[src/rtl/seq_shifter_if.sv]
// Handshake and data bundle for seq_shifter: operands and start in, busy/done/result out.
interface seq_shifter_if #(
    parameter int WIDTH = 8,
    parameter int SHW   = 3
);
    logic             start;
    logic [WIDTH-1:0] in_data;
    logic [SHW-1:0]   shamt;
    logic             dir;
    logic             arith;
    logic             rot;
    logic             busy;
    logic             done;
    logic [WIDTH-1:0] out_data;

    modport master (
        output start, in_data, shamt, dir, arith, rot,
        input  busy, done, out_data
    );

    modport slave (
        input  start, in_data, shamt, dir, arith, rot,
        output busy, done, out_data
    );
endinterface

[src/rtl/seq_shifter.sv]
// Sequential one-bit-per-cycle shifter with IDLE/SHIFT/DONE control.
// Optional rotate support is enabled by defining SEQ_SHIFTER_ROTATE_EN.
module seq_shifter #(
    parameter int WIDTH = 8,
    parameter int SHW   = 3
) (
    input  logic          clk,
    input  logic          rst_n,
    seq_shifter_if.slave  bus
);

    typedef enum logic [1:0] {IDLE, SHIFT, DONE} state_t;

    state_t           state;
    logic [WIDTH-1:0] work;
    logic [SHW-1:0]   cnt;
    logic             dirq;
    logic             arithq;
`ifdef SEQ_SHIFTER_ROTATE_EN
    logic             rotq;
`endif
    logic [WIDTH-1:0] stepped;
    logic             fill_l;
    logic             fill_r;

    // One-position step of the working register; rotate wins over sign fill.
    always_comb begin
        fill_l  = 1'b0;
        fill_r  = arithq ? work[WIDTH-1] : 1'b0;
`ifdef SEQ_SHIFTER_ROTATE_EN
        if (rotq) begin
            fill_l = work[WIDTH-1];
            fill_r = work[0];
        end
`endif
        stepped = dirq ? {fill_r, work[WIDTH-1:1]} : {work[WIDTH-2:0], fill_l};
    end

    always_ff @(posedge clk or negedge rst_n) begin
        if (!rst_n) begin
            state        <= IDLE;
            work         <= '0;
            cnt          <= '0;
            dirq         <= 1'b0;
            arithq       <= 1'b0;
`ifdef SEQ_SHIFTER_ROTATE_EN
            rotq         <= 1'b0;
`endif
            bus.busy     <= 1'b0;
            bus.done     <= 1'b0;
            bus.out_data <= '0;
        end else begin
            case (state)
                IDLE: begin
                    if (bus.start) begin
                        work   <= bus.in_data;
                        cnt    <= bus.shamt;
                        dirq   <= bus.dir;
                        arithq <= bus.arith;
`ifdef SEQ_SHIFTER_ROTATE_EN
                        rotq   <= bus.rot;
`endif
                        if (bus.shamt != '0) begin
                            state    <= SHIFT;
                            bus.busy <= 1'b1;
                        end else begin
                            state        <= DONE;
                            bus.done     <= 1'b1;
                            bus.out_data <= bus.in_data;
                        end
                    end
                end
                SHIFT: begin
                    work <= stepped;
                    cnt  <= cnt - SHW'(1);
                    // The edge applying the last step also publishes the result.
                    if (cnt == SHW'(1)) begin
                        state        <= DONE;
                        bus.busy     <= 1'b0;
                        bus.done     <= 1'b1;
                        bus.out_data <= stepped;
                    end
                end
                DONE: begin
                    state    <= IDLE;
                    bus.done <= 1'b0;
                end
                default: begin
                    state    <= IDLE;
                    bus.busy <= 1'b0;
                    bus.done <= 1'b0;
                end
            endcase
        end
    end

endmodule

[src/flat_wrapper.sv]
// flat-port wrapper written by rule: the top's interface ports become plain ports
module seq_shifter_flat 
#(
    parameter int WIDTH = 8,
    parameter int SHW   = 3
)
  (clk, rst_n, bus_start, bus_in_data, bus_shamt, bus_dir, bus_arith, bus_rot, bus_busy, bus_done, bus_out_data);
  seq_shifter_if #(.WIDTH(WIDTH), .SHW(SHW)) bus_i ();
  input  logic clk;
  input  logic rst_n;
  input wire logic [$bits(bus_i.start)-1:0] bus_start;
  input wire logic [$bits(bus_i.in_data)-1:0] bus_in_data;
  input wire logic [$bits(bus_i.shamt)-1:0] bus_shamt;
  input wire logic [$bits(bus_i.dir)-1:0] bus_dir;
  input wire logic [$bits(bus_i.arith)-1:0] bus_arith;
  input wire logic [$bits(bus_i.rot)-1:0] bus_rot;
  output wire logic [$bits(bus_i.busy)-1:0] bus_busy;
  output wire logic [$bits(bus_i.done)-1:0] bus_done;
  output wire logic [$bits(bus_i.out_data)-1:0] bus_out_data;
  assign bus_i.start = bus_start;
  assign bus_i.in_data = bus_in_data;
  assign bus_i.shamt = bus_shamt;
  assign bus_i.dir = bus_dir;
  assign bus_i.arith = bus_arith;
  assign bus_i.rot = bus_rot;
  assign bus_busy = bus_i.busy;
  assign bus_done = bus_i.done;
  assign bus_out_data = bus_i.out_data;
  seq_shifter #(.WIDTH(WIDTH), .SHW(SHW)) u_core (.clk(clk), .rst_n(rst_n), .bus(bus_i));
endmodule
[config.mk]
export PLATFORM = sky130hd
export DESIGN_NAME = seq_shifter_flat
export DESIGN_NICKNAME = d
export VERILOG_FILES = /design/src/rtl/seq_shifter_if.sv /design/src/rtl/seq_shifter.sv /design/src/flat_wrapper.sv
export SDC_FILE = /design/constraint.sdc
export NUM_CORES = 1
export LEC_CHECK = 0
export ABC_AREA = 0
export BUFFER_PORTS_ARGS = -buffer_cell sky130_fd_sc_hd__buf_2
export CAP_MARGIN = 10
export CORE_AREA = 2 2 61 63
export CTS_CLUSTER_DIAMETER = 60
export DETAILED_ROUTE_END_ITERATION = 16
export DIE_AREA = 0 0 63 65
export GPL_TIMING_DRIVEN = 0
export PLACE_DENSITY = 0.57
export SLEW_MARGIN = 20
export SYNTH_ARGS = -nofsm -noshare
export SYNTH_HDL_FRONTEND = slang
export SYNTH_SLANG_ARGS = --single-unit
[constraint.sdc]
create_clock -name clk -period 2.2 [get_ports clk]
set_input_delay 0.22 -clock clk [delete_from_list [all_inputs] [get_ports clk]]
set_output_delay 0.22 -clock clk [all_outputs]
set_load 0.05 [all_outputs]
# Yosys cells after proc, flatten, opt, wreduce, memory -nomap -nowiden
# Index checks and enable logic that the tools add are counted.
# classes
reduce_logical,9
eq_ne,7
n_addsub,1
n_bitwise,1
mux,22
# op_table
operator,count
8-bit two-way mux,5
8-bit one-hot mux with 2 select lines,2
4-bit AND reduction,2
1-bit two-way mux,7
2-bit two-way mux,3
3-bit one-hot mux with 2 select lines,1
2-bit AND reduction,3
"2-bit by 1-bit inequality test with 1-bit output, second input constant",2
"2-bit inequality test, second input constant",2
2-bit one-hot mux with 2 select lines,1
"3-bit by 1-bit == test with 1-bit output, second input constant",1
3-bit two-way mux,1
1-bit one-hot mux with 3 select lines,1
3-bit AND reduction,1
3-bit nonzero test,1
"3-bit by 1-bit subtractor with 3-bit output, second input constant",1
"2-bit by 1-bit == test with 1-bit output, second input constant",1
"2-bit == test, second input constant",1
2-bit zero test,1
1-bit one-hot mux with 2 select lines,1
2-bit nonzero test,1
1-bit inverter,1
# word_totals
out_inout_bits,10
regBits,25
word_cells,48
in_bits,17

# Longest topological paths before layout
# Gate-level depths: netlist (run 1).
# depth
word_depth,4
depth_mapped,6
ltp_nobuf,5

# Worst setup path before layout (run 1)
# No wires, ideal clock.
# synth_timing
path_type,register to register
startpoint,register u_core.state[1]
endpoint,register u_core.bus.out_data[1]
period_less_slack_ns,1.368
required_time_ns,2.068
slack_ns,0.832
arrival_time_ns,1.236
stages_incl_launch_ff,6
path_buffers,2
setup_time_ns,0.132
cell_sequence,dfrtp_1 > buf_6 > or3b_1 > buf_6 > o211ai_1 > o21ai_1
# synth_between
elab_chain_len,3
elab_cells_between_ends,8
cone_classes,4 x eq/ne; 1 x mux; 3 x reduce/logical
# synth_rtl
element,line_no,rtl
"start, declared",seq_shifter.sv:14,state_t state;
"start signal, assigned",seq_shifter.sv:41,state <= IDLE;
"start signal, assigned",seq_shifter.sv:64,state <= SHIFT;
"start signal, assigned",seq_shifter.sv:67,state <= DONE;
2-bit by 1-bit == test with 1-bit output or 2-bit zero test (tied branches),seq_shifter.sv:53,case (state)
"2-bit by 1-bit inequality test with 1-bit output (no line), or another cell as far along",--,
4-bit AND reduction (no line),--,
"end signal, assigned",seq_shifter.sv:69,bus.out_data <= bus.in_data;
"end signal, assigned",seq_shifter.sv:81,bus.out_data <= stepped;
"end, declared",seq_shifter_if.sv:23,"output busy, done, out_data"
# Parallel ways exist; a longest one is shown, timed or not.
# A chain may end at the register's enable or synchronous reset.

# Worst setup path after layout (run 1)
# layout_timing
startpoint,register u_core.cnt[0]
endpoint,register u_core.bus.out_data[0]
# layout_between
elab_chain_len,3
# layout_rtl
element,line_no,rtl
"start, declared",seq_shifter.sv:16,logic [SHW-1:0] cnt;
"start signal, assigned",seq_shifter.sv:57,cnt <= bus.shamt;
"start signal, assigned",seq_shifter.sv:75,cnt <= cnt - SHW'(1);
3-bit by 1-bit == test with 1-bit output,seq_shifter.sv:77,if (cnt == SHW'(1)) begin
2-bit by 1-bit inequality test with 1-bit output (no line),--,
4-bit AND reduction (no line),--,
# No other way between the ends.

==> results by group, run 1 <==
Run status
  • Outcome: finished, final reports clean

Timing
  • Rel. slew slack: 61.4%
  • Fmax: 655 MHz
  • Slew Viols, Final: 0
  • Final min period: 1.53 ns
  • Fin Setup TNS: 0 ns
  • Final Hold Viols: 0
  • Hold Slack: 0.102 ns
  • Endpoints failing setup: 0
  • Final Cycle Share: 69.4%
  • RSZ-0062 raised after global routing: false
  • Clock Skews: 0.00812 ns
  • Slew @ Worst Pin: 0.579 ns

Global route
  • Grt ovf: 0
  • First-pass GRT wire length: 5060 microns
  • Initial antenna violation count: 0
  • Total GRT Usage: 15.9%
  • Pin count of the biggest net entering global routing: 26
  • Vias in the first global route: 1094

Route
  • Drt total wl: 3020 microns
  • DR WL/cell: 14.7 microns
  • Routed vias/inst: 5.18
  • DR vias: 1062
  • Drt drc: 0
  • Violation count after the first detailed-route iteration: 57
  • ANT nets after route: 0
  • DR pass1 iterations: 4

Floorplanning
  • Total I/O pin count: 27
  • CORE AREA: 3500 sq um
  • Die ar.: 4100 sq um
  • Die height: 65 microns
  • Core Rows: 22
  • Die width: 63 microns
  • Initial core utilization: 37.9%

CTS
  • Clk_lat worst skew: 0.32 ns
  • Root Buffer: clkbuf_4
  • Clk sink count: 25
  • Clock Path Buffers: 2
  • Clock-pin transition on the worst setup and hold timing paths: 0.15 ns
  • CTS tree: built
  • CTS buffer count: 3
  • Max H-tree Level: 1

Synthesis
  • Gate Count Post-Synth: 127
  • Yosys top cell by area: dfrtp_1
  • Synth top area share: 47.3%
  • Synth async-reset ratio: 100%
  • Count leader, synth: dfrtp_1
  • Synth Cell Area: 1320 sq um
  • Synthesized Nets: 146
  • Post-synth EDFFs: 0
  • Yosys cell types: 38
  • Seq/Total Area, Yosys: 47.3%
  • Commonest cells post-synth: dfrtp_1, nand2_1, inv_1, mux2i_1, o21ai_1
  • Synth area leaders: dfrtp_1, mux2i_1, mux2_2
  • FF+latch count, synth: 25
  • Yosys warns: 0
  • Primary FF master, synth: dfrtp_1
  • Synthesized area per cell: 10.4 sq um

Critical path
  • Top delay family on crit path: compound AO/OA/AOI/OAI gates
  • Worst path arrival time: 1.73 ns
  • Worst Setup Start Kind: flip-flop
  • Worst path slowest cell: dfrtp_1
  • CP bufs+invs: 0
  • Critical path capture point type: flip-flop
  • Critical Path Stages: 4
  • Cells on worst reg2reg path: 4
  • Crit path cell chain: ha_1, and4bb_1, a21oi_2, a221oi_1
  • Crit-path max FO: 9
  • Crit-path max cell delay: 0.43 ns
  • CP Class: reg -> reg
  • Critical path data required time: 2.40 ns

Cells and area
  • Fin util: 44.2%
  • Non-Filler Instances: 205
  • Share of cells above drive strength 1: 29.3%
  • Antenna cells: 0
  • Nets: 177
  • Fillcell total: 358
  • Area delta synth->final: 16.8%
  • Final Cell Area: 1550 sq um

Worst hold path
  • Worst hold path class: in -> reg
  • Hold path depth: 3

Power and ir drop
  • PwrDens: 1580 nW/um^2
  • Worst VDD drop: 589 uV
  • Leak: 0.722 nW

Placed design
  • Placed instance area: 1510 sq um
  • # port buffers: 25
  • GPL Wtd Cong: 0.833
  • Dpl hpwl: 2170 microns
  • Cell Count Post-Placement: 200

Flow run
  • Max-cap violations: 0
-- path summary, 6_finish.rpt --
check                              startpoint                endpoint  slack (ns)
worst max-delay path            u_core.cnt[0]  u_core.bus.out_data[0]        0.67
worst min-delay path                bus_arith           u_core.arithq        0.10
worst max register to register  u_core.cnt[0]  u_core.bus.out_data[0]        0.67
worst min register to register  u_core.arithq           u_core.arithq        0.50
max in group asynchronous               rst_n          u_core.work[4]        1.39
min in group asynchronous               rst_n  u_core.bus.out_data[3]        0.41
-- repair_timing --
item,in CTS,in global routing
setup endpoints to repair,0,0
gates resized for setup,0,0
buffers inserted,0,0
endpoints found under the hold margin,25,0
hold buffers,1,0
-- tightest hold or removal path: stages --
cell	delay, ns
buf_2	0.08
nand2_1	0.04
nand2_1	0.05
-- cell type report --
class	instances	area (sq um)	share of cell area [%]
Buffer	9	61.3	3.96
Clock buffer	3	22.5	1.46
Clock inverter	1	5.00	0.324
Inverter	8	30.0	1.94
Multi-Input combinational cell	85	607	39.2
Sequential cell	25	626	40.5
Tap cell	48	60.1	3.88
Timing Repair Buffer	26	135	8.74
-- logic make-up after synthesis --
kind of cell / synth area share, %
AOI/OAI and AO/OA: 18.6
and+or+nand+nor: 14.1
DFF: 47.3
buffers and inverters: 6.90
muxes: 11.2
adders and majority gates: 1.89
-- placed cells by master (no fill, tap or decap), types with 2 or more instances in the layout --
| cell type | n |
|---|---|
| ha_1 | 2 |
| o22ai_1 | 2 |
| o31ai_1 | 2 |
| buf_2 | 29 |
| buf_6 | 3 |
| o21ai_1 | 7 |
| nor2_1 | 3 |
| o21ai_0 | 6 |
| inv_1 | 8 |
| nor2b_1 | 2 |
| mux2_2 | 6 |
| nand2_1 | 16 |
| dfrtp_1 | 25 |
| a21oi_1 | 3 |
| clkbuf_4 | 3 |
| o211ai_1 | 6 |
| a22oi_1 | 2 |
| clkbuf_1 | 2 |
| mux2i_1 | 7 |
| nand2b_1 | 2 |
-- sequential cells by signal, indices dropped and copies added, names as in the netlist --
signal,count
u_core.state,2
u_core.bus.busy,1
u_core.work,8
u_core.bus.out_data,8
u_core.dirq,1
u_core.arithq,1
u_core.cnt,3
u_core.bus.done,1
-- through the flow --
step	total power (W)	setup slack [ns]
finish	0.00245	0.673
global route	0.00264	0.549
CTS	0.00247	0.638
detailed placement	0.00226	0.654
global placement	0.00223	0.654
floorplan	0.00192	0.832
-- power breakdown --
group,switching (W),internal (W),leakage (nW)
registers,0.000137,0.000681,0.305
logic,0.000891,0.000528,0.399
clock network,0.000142,0.0000680,0.0177
-- metal layers --
metal	global-route usage (%)	part of all wire, %	wire (microns)
met5	0	0	0
met4	5.00	0.46	14
met3	2.78	5.7	171
met2	26.6	46	1380
met1	21.0	48	1460
Power figures use the tool's default switching activity.
==> run 2, diff against run 1 <==
Settings changed: ABC_AREA 0 to 1, PLACE_DENSITY 0.57 to 0.58.
Clock period 2.2 ns to 1.2 ns, I/O delays scaled along.
==> results by group, run 2 <==
Synthesis
  • Synth async-reset ratio: 100% (unchanged)
  • Commonest cells post-synth: nand2_1, dfrtp_1, inv_1, o21ai_0, nor2_1 (was dfrtp_1, nand2_1, inv_1, mux2i_1, o21ai_1)
  • Synth Cell Area: 1310 sq um (was 1320 sq um)
  • Synthesized area per cell: 7.50 sq um (was 10.4 sq um)
  • Synthesized Nets: 193 (was 146)
  • Post-synth EDFFs: 0 (unchanged)
  • Primary FF master, synth: dfrtp_1 (unchanged)
  • FF+latch count, synth: 25 (unchanged)
  • Yosys warns: 0 (unchanged)
  • Seq/Total Area, Yosys: 47.9% (was 47.3%)
  • Synth top area share: 47.9% (was 47.3%)
  • Synth area leaders: dfrtp_1, nand2_1, o21ai_0 (was dfrtp_1, mux2i_1, mux2_2)
  • Count leader, synth: nand2_1 (was dfrtp_1)
  • Yosys cell types: 22 (was 38)
  • Yosys top cell by area: dfrtp_1 (unchanged)
  • Gate Count Post-Synth: 174 (was 127)

Placed design
  • Cell Count Post-Placement: 247 (was 200)
  • GPL Wtd Cong: 0.739 (was 0.833)
  • Dpl hpwl: 2030 microns (was 2170 microns)
  • Placed instance area: 1490 sq um (was 1510 sq um)
  • # port buffers: 25 (unchanged)

Critical path
  • Crit-path max FO: 6 (was 9)
  • R2r startpoint: u_core.state[0] (was u_core.cnt[0])
  • Worst setup path startpoint: u_core.state[0] (was u_core.cnt[0])
  • Worst path arrival time: 1.44 ns (was 1.73 ns)
  • CP Class: reg -> reg (unchanged)
  • Worst Setup Start Kind: flip-flop (unchanged)
  • Cells on worst reg2reg path: 5 (was 4)
  • Worst flop-to-flop path endpoint: u_core.work[0] (was u_core.bus.out_data[0])
  • Critical path capture point type: flip-flop (unchanged)
  • CP endpoint: u_core.work[0] (was u_core.bus.out_data[0])
  • Reg2Reg Setup Slack: -0.02 ns (was 0.67 ns)
  • Critical path data required time: 1.42 ns (was 2.40 ns)

Floorplanning
  • Die height: 65 microns (unchanged)
  • CORE AREA: 3500 sq um (unchanged)
  • Initial core utilization: 37.3% (was 37.9%)
  • Core Rows: 22 (unchanged)
  • Total I/O pin count: 27 (unchanged)
  • Die ar.: 4100 sq um (unchanged)
  • Die width: 63 microns (unchanged)

Cells and area
  • Area delta synth->final: 25.7% (was 16.8%)
  • Share of cells above drive strength 1: 26.3% (was 29.3%)
  • Biggest regs: u_core.bus.out_data: 8 flops, u_core.work: 8 flops, u_core.cnt: 3 flops (unchanged)
  • Final Cell Area: 1640 sq um (was 1550 sq um)
  • Antenna cells: 0 (unchanged)
  • Nets: 229 (was 177)
  • Commonest non-fill, non-tap cell in the layout: nand2_1 (was buf_2)
  • Most frequent cells in the layout: nand2_1, buf_2, dfrtp_1, inv_1 (was buf_2, dfrtp_1, nand2_1, inv_1)
  • Non-Filler Instances: 257 (was 205)

Global route
  • Vias in the first global route: 1071 (was 1094)
  • Total GRT Usage: 15.8% (was 15.9%)
  • Initial antenna violation count: 0 (unchanged)
  • Pin count of the biggest net entering global routing: 26 (unchanged)
  • Grt ovf: 0 (unchanged)
  • First-pass GRT wire length: 5030 microns (was 5060 microns)

CTS
  • Root Buffer: clkbuf_4 (unchanged)
  • Clk sink count: 25 (unchanged)
  • Clock Path Buffers: 2 (unchanged)
  • CTS buffer count: 3 (unchanged)
  • Max H-tree Level: 1 (unchanged)
  • Clk_lat worst skew: 0.32 ns (about the same)
  • CTS tree: built (unchanged)
  • Clock-pin transition on the worst setup and hold timing paths: 0.14 ns (was 0.15 ns)

Timing
  • Final min period: 1.22 ns (was 1.53 ns)
  • Slew Viols, Final: 0 (unchanged)
  • Final Cycle Share: 102% (was 69.4%)
  • RSZ-0062 raised after global routing: true (was false)
  • Clock Skews: 0.000867 ns (was 0.00812 ns)
  • Final Hold Viols: 0 (unchanged)
  • Worst Setup Slack, final: -0.0218 ns (was 0.673 ns)
  • Fin Setup TNS: -0.0912 ns (was 0 ns)
  • Rel. slew slack: 62.0% (was 61.4%)
  • Slew @ Worst Pin: 0.570 ns (was 0.579 ns)
  • Fmax: 818 MHz (was 655 MHz)
  • Endpoints failing setup: 9 (was 0)

Route
  • DR vias: 1170 (was 1062)
  • Drt drc: 0 (unchanged)
  • Drt total wl: 3000 microns (was 3020 microns)
  • DR pass1 iterations: 4 (unchanged)
  • Routed vias/inst: 4.55 (was 5.18)
  • DR WL/cell: 11.7 microns (was 14.7 microns)
  • Violation count after the first detailed-route iteration: 41 (was 57)
  • ANT nets after route: 0 (unchanged)

Run status
  • Outcome: complete, but fails checks (was finished, final reports clean)
  • Failing checks: negative setup slack

Flow run
  • Max-cap violations: 0 (unchanged)

Power and ir drop
  • Tot Pwr: 0.00505 W (was 0.00245 W)
  • PwrDens: 3080 nW/um^2 (was 1580 nW/um^2)
  • Leak: 0.899 nW (was 0.722 nW)
  • Worst VDD drop: 999 uV (was 589 uV)

Worst hold path
  • Hold Crit Start: bus_dir (was bus_arith)
  • Worst hold path class: in -> reg (unchanged)
## run 2: worst max-delay path: stages, from the launching register on
cell and delay, ns:
dfrtp_1 0.45, o21a_4 0.24, buf_8 0.13, buf_4 0.15, nand2_1 0.07, o21ai_0 0.07
## run 2: cell type report
class	instances	area [sq um]
plain buffers	5	47.5
clock buffers	4	26.3
fillers	398	1860
inverters	14	52.6
multi-input cells	131	663
flip-flops and latches	25	626
well taps	48	60.1
repair buffers	30	165
## run 2: how the worst min path moves through the flow
stage                             endpoint  slack, ns  cells after the start
floorplan                    u_core.arithq      -0.18                      0
global placement    u_core.bus.out_data[6]       0.16                      1
detailed placement  u_core.bus.out_data[6]       0.15                      1
CTS                            u_core.dirq       0.03                      3
global route                   u_core.dirq       0.04                      3
finish                         u_core.dirq       0.03                      3
## run 2: per-stage QoR
step / hold slack, ns / setup slack [ns] / util (%)
4_1_cts: 0.0337 / -0.0203 / 44.9
5_1_grt: 0.0392 / -0.101 / 46.9
3_3_place_gp: 0.158 / -0.167 / 42.6
3_5_place_dp: 0.152 / -0.157 / 42.6
6_report: 0.0343 / -0.0218 / 46.9
2_1_floorplan: -0.176 / 0.0573 / -
## run 2: per-layer routing
metal | GRT usage [%] | part of all wire [%]
met1 | 21.5 | 48
met2 | 25.8 | 48
met3 | 2.08 | 3.1
met4 | 5.83 | 1.0
met5 | 0 | 0
## run 2: timing repair
action	CTS	global route
hold endpoints to repair	25	0
pin swaps	6	5
setup endpoints to repair	16	22
gates cloned	0	2
resized for setup	7	17
hold buffers	1	0
setup buffers	3	0
## run 2: power by group
group / leakage [nW] / internal (W) / switching (W)
registers: 0.308 / 0.00125 / 0.000228
clock network: 0.0150 / 0.000130 / 0.000259
logic: 0.575 / 0.00105 / 0.00213
## run 2: cells by family after synthesis
kind of cell               after synthesis  synth area share, %
AOI/OAI and AO/OA                       18                 7.67
xor gates and xnor gates                 1                0.671
adders and majority gates                2                 1.92
buffers and inverters                   19                 6.62
DFF                                     25                 47.9
and+or+nand+nor                        109                 35.2
